$ cat src/rtl/proc_sequencer.sv
// Instruction sequencer for one core: fetch, opcode-class dispatch, qclk/sync/fproc waits.
// Optional watchdog on sync/fproc waits is compiled in with PROC_SEQ_TIMEOUT_EN.
module proc_sequencer #(
    parameter int ADDR_W         = 8,
    parameter int QCLK_W         = 32,
    parameter int TIMEOUT_CYCLES = 1024
) (
    input  logic              clk,
    input  logic              rst_n,
    input  logic              start,
    output logic [ADDR_W-1:0] instr_addr,
    output logic              instr_rd_en,
    input  logic              instr_valid,
    input  logic [7:0]        opcode,
    input  logic [ADDR_W-1:0] jump_addr,
    input  logic [QCLK_W-1:0] cmd_time,
    input  logic              cond_true,
    input  logic [QCLK_W-1:0] qclk,
    output logic              pulse_strobe,
    output logic              reg_write_strobe,
    output logic              qclk_load,
    output logic              sync_out_valid,
    input  logic              sync_in_ready,
    output logic              fproc_out_valid,
    input  logic              fproc_in_valid,
    output logic              busy,
    output logic              done,
    output logic              error
);

    localparam logic [2:0] S_IDLE       = 3'd0;
    localparam logic [2:0] S_FETCH      = 3'd1;
    localparam logic [2:0] S_WAIT_MEM   = 3'd2;
    localparam logic [2:0] S_EXEC       = 3'd3;
    localparam logic [2:0] S_WAIT_QCLK  = 3'd4;
    localparam logic [2:0] S_WAIT_SYNC  = 3'd5;
    localparam logic [2:0] S_WAIT_FPROC = 3'd6;
    localparam logic [2:0] S_HALT       = 3'd7;

    localparam logic [4:0] C_DONE        = 5'd0;
    localparam logic [4:0] C_PULSE_I     = 5'd1;
    localparam logic [4:0] C_REG_WRITE_I = 5'd2;
    localparam logic [4:0] C_REG_I_ALU   = 5'd3;
    localparam logic [4:0] C_REG_ALU     = 5'd4;
    localparam logic [4:0] C_JUMP_I      = 5'd5;
    localparam logic [4:0] C_JUMP_COND   = 5'd6;
    localparam logic [4:0] C_QCLK_LOAD   = 5'd7;
    localparam logic [4:0] C_SYNC        = 5'd8;
    localparam logic [4:0] C_FPROC       = 5'd9;

    logic [2:0]        state;
    logic [2:0]        state_nxt;
    logic [ADDR_W-1:0] ip;
    logic [ADDR_W-1:0] ip_nxt;
    logic [ADDR_W-1:0] ip_inc;
    logic [7:0]        opcode_q;
    logic [ADDR_W-1:0] jump_addr_q;
    logic [QCLK_W-1:0] cmd_time_q;
    logic [4:0]        exec_class;
    logic [4:0]        in_class;
    logic              start_ok;
    logic              set_done;
    logic              set_err;
    logic              qclk_due;
    logic              wait_expired;
    logic              in_is_reg;
    logic              unused_opcode_bits;

    assign exec_class         = opcode_q[7:3];
    assign in_class           = opcode[7:3];
    assign ip_inc             = ip + ADDR_W'(1);
    assign instr_addr         = ip;
    assign start_ok           = start && (state == S_IDLE || state == S_HALT);
    assign unused_opcode_bits = ^opcode_q[2:0];
    assign in_is_reg          = (in_class == C_REG_WRITE_I) || (in_class == C_REG_I_ALU) ||
                                (in_class == C_REG_ALU);

    // qclk is the core's own registered counter, so the compare fires in the matching cycle.
    assign qclk_due     = (state == S_WAIT_QCLK) && (qclk >= cmd_time_q);
    assign pulse_strobe = qclk_due;

`ifdef PROC_SEQ_TIMEOUT_EN
    localparam int TO_W = $clog2(TIMEOUT_CYCLES + 1);

    logic [TO_W-1:0] to_cnt;
    logic            waiting;

    assign waiting      = (state == S_WAIT_SYNC) || (state == S_WAIT_FPROC);
    assign wait_expired = waiting && (to_cnt == TO_W'(TIMEOUT_CYCLES - 1));

    always_ff @(posedge clk or negedge rst_n) begin
        if (!rst_n) begin
            to_cnt <= '0;
        end else if (!waiting) begin
            to_cnt <= '0;
        end else begin
            to_cnt <= to_cnt + TO_W'(1);
        end
    end
`else
    localparam int unused_timeout_cycles = TIMEOUT_CYCLES;

    assign wait_expired = 1'b0;
`endif

    always_comb begin
        state_nxt = state;
        ip_nxt    = ip;
        set_done  = 1'b0;
        set_err   = 1'b0;
        case (state)
            S_IDLE, S_HALT: begin
                if (start) begin
                    state_nxt = S_FETCH;
                    ip_nxt    = '0;
                end
            end
            S_FETCH: state_nxt = S_WAIT_MEM;
            S_WAIT_MEM: begin
                if (instr_valid) begin
                    state_nxt = S_EXEC;
                end
            end
            S_EXEC: begin
                case (exec_class)
                    C_DONE: begin
                        state_nxt = S_HALT;
                        set_done  = 1'b1;
                    end
                    C_PULSE_I: state_nxt = S_WAIT_QCLK;
                    C_REG_WRITE_I, C_REG_I_ALU, C_REG_ALU, C_QCLK_LOAD: begin
                        state_nxt = S_FETCH;
                        ip_nxt    = ip_inc;
                    end
                    C_JUMP_I: begin
                        state_nxt = S_FETCH;
                        ip_nxt    = jump_addr_q;
                    end
                    C_JUMP_COND: begin
                        state_nxt = S_FETCH;
                        ip_nxt    = cond_true ? jump_addr_q : ip_inc;
                    end
                    C_SYNC:  state_nxt = S_WAIT_SYNC;
                    C_FPROC: state_nxt = S_WAIT_FPROC;
                    default: begin
                        state_nxt = S_HALT;
                        set_err   = 1'b1;
                    end
                endcase
            end
            S_WAIT_QCLK: begin
                if (qclk_due) begin
                    state_nxt = S_FETCH;
                    ip_nxt    = ip_inc;
                end
            end
            S_WAIT_SYNC: begin
                // A response in the expiry cycle still completes normally.
                if (sync_in_ready) begin
                    state_nxt = S_FETCH;
                    ip_nxt    = ip_inc;
                end else if (wait_expired) begin
                    state_nxt = S_HALT;
                    set_err   = 1'b1;
                end
            end
            S_WAIT_FPROC: begin
                if (fproc_in_valid) begin
                    state_nxt = S_FETCH;
                    ip_nxt    = ip_inc;
                end else if (wait_expired) begin
                    state_nxt = S_HALT;
                    set_err   = 1'b1;
                end
            end
            default: state_nxt = S_IDLE;
        endcase
    end

    // Outputs are registered from the next state so each is high exactly in its own state.
    always_ff @(posedge clk or negedge rst_n) begin
        if (!rst_n) begin
            state            <= S_IDLE;
            ip               <= '0;
            opcode_q         <= '0;
            jump_addr_q      <= '0;
            cmd_time_q       <= '0;
            instr_rd_en      <= 1'b0;
            reg_write_strobe <= 1'b0;
            qclk_load        <= 1'b0;
            sync_out_valid   <= 1'b0;
            fproc_out_valid  <= 1'b0;
            busy             <= 1'b0;
            done             <= 1'b0;
            error            <= 1'b0;
        end else begin
            state <= state_nxt;
            ip    <= ip_nxt;
            if (state == S_WAIT_MEM && instr_valid) begin
                opcode_q    <= opcode;
                jump_addr_q <= jump_addr;
                cmd_time_q  <= cmd_time;
            end
            instr_rd_en      <= (state_nxt == S_FETCH);
            reg_write_strobe <= (state_nxt == S_EXEC) && in_is_reg;
            qclk_load        <= (state_nxt == S_EXEC) && (in_class == C_QCLK_LOAD);
            sync_out_valid   <= (state_nxt == S_WAIT_SYNC);
            fproc_out_valid  <= (state_nxt == S_WAIT_FPROC);
            if (start_ok) begin
                busy  <= 1'b1;
                done  <= 1'b0;
                error <= 1'b0;
            end else if (set_done) begin
                done <= 1'b1;
                busy <= 1'b0;
            end else if (set_err) begin
                error <= 1'b1;
                busy  <= 1'b0;
            end
        end
    end

endmodule
$ cat config.mk
export PLATFORM = sky130hd
export DESIGN_NAME = proc_sequencer
export DESIGN_NICKNAME = d
export VERILOG_FILES = /design/src/rtl/proc_sequencer.sv
export SDC_FILE = /design/constraint.sdc
export NUM_CORES = 1
export LEC_CHECK = 0
export CORE_MARGIN = 1
export CORE_UTILIZATION = 43
export DETAILED_ROUTE_END_ITERATION = 10
export GPL_ROUTABILITY_DRIVEN = 0
export GPL_TIMING_DRIVEN = 0
export PLACE_DENSITY = 0.77
export SETUP_SLACK_MARGIN = 0.15
export SLEW_MARGIN = 20
export SYNTH_ARGS = -nofsm -noshare
export SYNTH_HDL_FRONTEND = slang
export SYNTH_SLANG_ARGS = --single-unit
$ cat constraint.sdc
create_clock -name clk -period 2.45 [get_ports clk]
set_input_delay 0.3675 -clock clk [delete_from_list [all_inputs] [get_ports clk]]
set_output_delay 0.3675 -clock clk [all_outputs]
set_load 0.005 [all_outputs]
==> summary.md <==
| Metric | Value |
|---|---|
| Sequential area share after synthesis | 45.5% |
| Final worst slack | -0.406 ns |
| Worst setup path class | flop to output pin |
| Total core area | 0.00781 sq mm |
| Worst clock skew | 0.0103 ns |
| Most frequent cells in the layout | clkdlybuf4s50_1 (92), nand2_1 (86), dfrtp_1 (64) |
| Setup violations, final | 13 |
| 1st-pass router iterations | 5 |
| Critical Path Sink Type | output pin |
| Final worst path period share | 117% |
| Pre-CTS setup slack | -1.02 ns |
| FMAX | 0.350 GHz |
| Tot GR Track Use | 22.7% |
| Synthesized Nets | 529 |
| Port-buffer cells | 100 |
| Clock Pin Slew Worst Setup and Hold Paths | 0.07 ns |
| Tot Pwr | 5060 uW |
| Final ANT Viol Nets | 0 |
| Commonest non-fill, non-tap cell in the layout | clkdlybuf4s50_1 |
| Internal Power | 2980 uW |
| Fraction of registers with async set or reset after synthesis | 100% |
| Rows | 32 |
| Num CTS Buffers | 9 |
| Mapped Area | 0.00352 sq mm |
| CTS H-tree depth | 3 |
| Mapped Cells | 409 |
| Yosys cell types | 39 |
| Fillers | 672 |
| CTS sink cnt | 64 |
| Iter 0 DRT Violations | 143 |
| Worst hold path class | input port to async pin |
| Vias | 3,343 |
| Starting Density | 45.1% |
| First-pass GRT wire length | 15.2 mm |
| Fin nets | 649 |
| P&R area growth vs syn | 44.0% |
| Ports | 104 |
| Avg Inst Size Synth | 8.61 sq um |
| Met3 wire length | 586 um |
| Routed wl met2 | 4.66 mm |
| Worst relative slew slack | 59.7% |
| Switch share | 41.2% |
| CP Max Fanout | 2 |
| Deepest clock path buffer count | 2 |
| Part of the power in combinational logic | 49.6% |
| Wire length per cell | 14.4 um |
| Layout cell share with drive strength beyond 1 | 10.1% |
| Worst EP arrival | 2.49 ns |
| Post-route cell area | 0.00507 sq mm |
| CP required | 2.08 ns |
| Pleak | 0.00228 uW |
| Worst Max-Slew Pin Slew | 0.604 ns |
| DRC | 0 |
| RSZ-0062 raised after global routing | yes |
| Metal1 wirelength | 3.71 mm |
| Antenna violations before repair | 0 |
| Die span in y | 92.5 um |
| Crit path launch type | flop |
| # diodes | 0 |
| YS warnings | 0 |
| Final Hold Viols | 0 |
| Fin crit period | 2.86 ns |
| Die X | 92.5 um |
| Worst-Skew Late Latency | 0.35 ns |
| Pin count of the biggest net entering global routing | 38 |
| Pwr Density | 998 mW/mm^2 |
| Fin. max-slew vios | 0 |
| Outcome | finished with violations |
| Top layer in use | met4 |
| IR drop worst, VDD | 0.000484 V |
| Number of global-route vias before repair | 3,307 |
| Placed Instance Area | 0.00472 sq mm |
| Routed WL | 9.12 mm |
| Synthesis-stage register bit count | 64 |
| Sw Pwr | 2090 uW |
| Via-to-Cell Ratio | 5.26 |
| Post-synth EDFFs | 0 |
| Post-synth top flop | dfrtp_1 |
| Sequential share of power | 34.1% |
| DP Wirelength | 6.83 mm |
| CTS tree | yes |
| Max_cap viols | 0 |
| Failing checks | setup timing |
| Grt ovf | 0 |
| Die area | 0.00856 sq mm |
| Clock power share | 16.3% |
| Root Buffer | clkbuf_8 |
==> timing repair <==
item,in CTS,in global routing
pin swaps,11,4
endpoints found under the hold margin,27,0
cloned,0,0
setup buffers,4,3
resized for setup,24,16
hold buffers,1,0
endpoints found under the setup margin,37,44
==> cell families after synthesis <==
kind of cell / count (synthesis) / synth area share, %
AND/OR/NAND/NOR: 149 / 18.9
AO/OA/AOI/OAI: 105 / 17.0
flip-flops: 64 / 45.5
buffers and inverters: 55 / 6.11
adder cells (fa/ha/maj): 33 / 11.7
multiplexers: 2 / 0.568
XOR/XNOR: 1 / 0.249
==> routing by layer <==
layer	track usage (%)	up-vias
met1	26.9	1581
met5	0	-
met2	39.4	107
li1	-	1640
met3	6.49	15
met4	7.81	0
==> Yosys cell counts, types with 2 or more instances <==
cell	number	area [sq um]
o32ai_1	2	17.5
a21o_1	4	30.0
a221o_1	2	20.0
a211oi_1	3	22.5
a31oi_1	2	12.5
or2_2	2	12.5
nor4_1	3	18.8
or3_1	2	12.5
ha_1	33	413
o21ai_0	45	225
nor2b_1	3	18.8
a21oi_1	26	130
clkbuf_1	14	52.6
and3_1	4	25.0
nand2_1	86	323
o21ai_1	10	50.1
o31ai_1	7	52.6
mux2i_1	2	20.0
inv_1	38	143
nand3_1	7	35.0
dfrtp_1	64	1600
nand2b_1	3	18.8
nor3b_1	4	30.0
nor2_1	18	67.6
nand4_1	5	31.3
nor3_1	7	35.0
==> cell type report <==
cell class,instances,area (sq um),area share [%]
inverters,38,143,2.81
multi-input cells,290,1860,36.8
plain buffers,17,83.8,1.65
clock inverters,3,17.5,0.345
well taps,102,128,2.52
clock buffers,12,155,3.06
repair buffers,109,1080,21.3
flip-flops and latches,64,1600,31.6
==> power by group through the flow <==
stage | Combinational [uW] | Sequential, uW | Clock, uW
final | 2510 | 1720 | 827
after CTS | 2410 | 1720 | 828
after detailed placement | 2280 | 1730 | 0
after global placement | 2160 | 1720 | 0
after global routing | 2850 | 1770 | 873
after floorplan | 1550 | 1680 | 0
==> final timing paths <==
| kind | to | slack [ns] | depth (start not counted) | from |
|---|---|---|---|---|
| max | pulse_strobe | -0.41 | 9 | cmd_time_q[15]$_DFFE_PN0P_ |
| min | cmd_time_q[7]$_DFFE_PN0P_ | 0.47 | 2 | rst_n |
| max reg2reg | instr_addr[7]$_DFFE_PN0P_ | -0.39 | 14 | cmd_time_q[15]$_DFFE_PN0P_ |
| min reg2reg | jump_addr_q[0]$_DFFE_PN0P_ | 0.49 | 2 | jump_addr_q[0]$_DFFE_PN0P_ |
| max in group asynchronous | cmd_time_q[17]$_DFFE_PN0P_ | 1.45 | 3 | rst_n |
| min in group clk | jump_addr_q[0]$_DFFE_PN0P_ | 0.49 | 2 | jump_addr_q[0]$_DFFE_PN0P_ |
==> critical path, cell delays in order, from the launching register on <==
cell,delay [ns]
dfrtp_1,0.35
inv_2,0.06
ha_4,0.26
nand4_1,0.12
or3_1,0.38
or4_4,0.44
a31oi_4,0.21
nor3_2,0.06
nor2_1,0.14
buf_2,0.13
==> state kept, by name, indices dropped and copies added, names as in the netlist, 3 cells and up <==
name,count
cmd_time_q,32
instr_addr,8
jump_addr_q,8
state,3
opcode_q,5
==> metrics by stage <==
stage	instances	utilization, %	TNS [ns]	hold slack (ns)
after global placement	611	60.3	-79.41	0.465
after CTS	632	63.9	-3.40	0.480
after global routing	635	65.0	-6.34	0.511
after floorplan	409	-	0	0.0719
final	635	65.0	-4.54	0.472
after detailed placement	612	60.5	-8.22	0.314
Power figures use the tool's default switching activity.
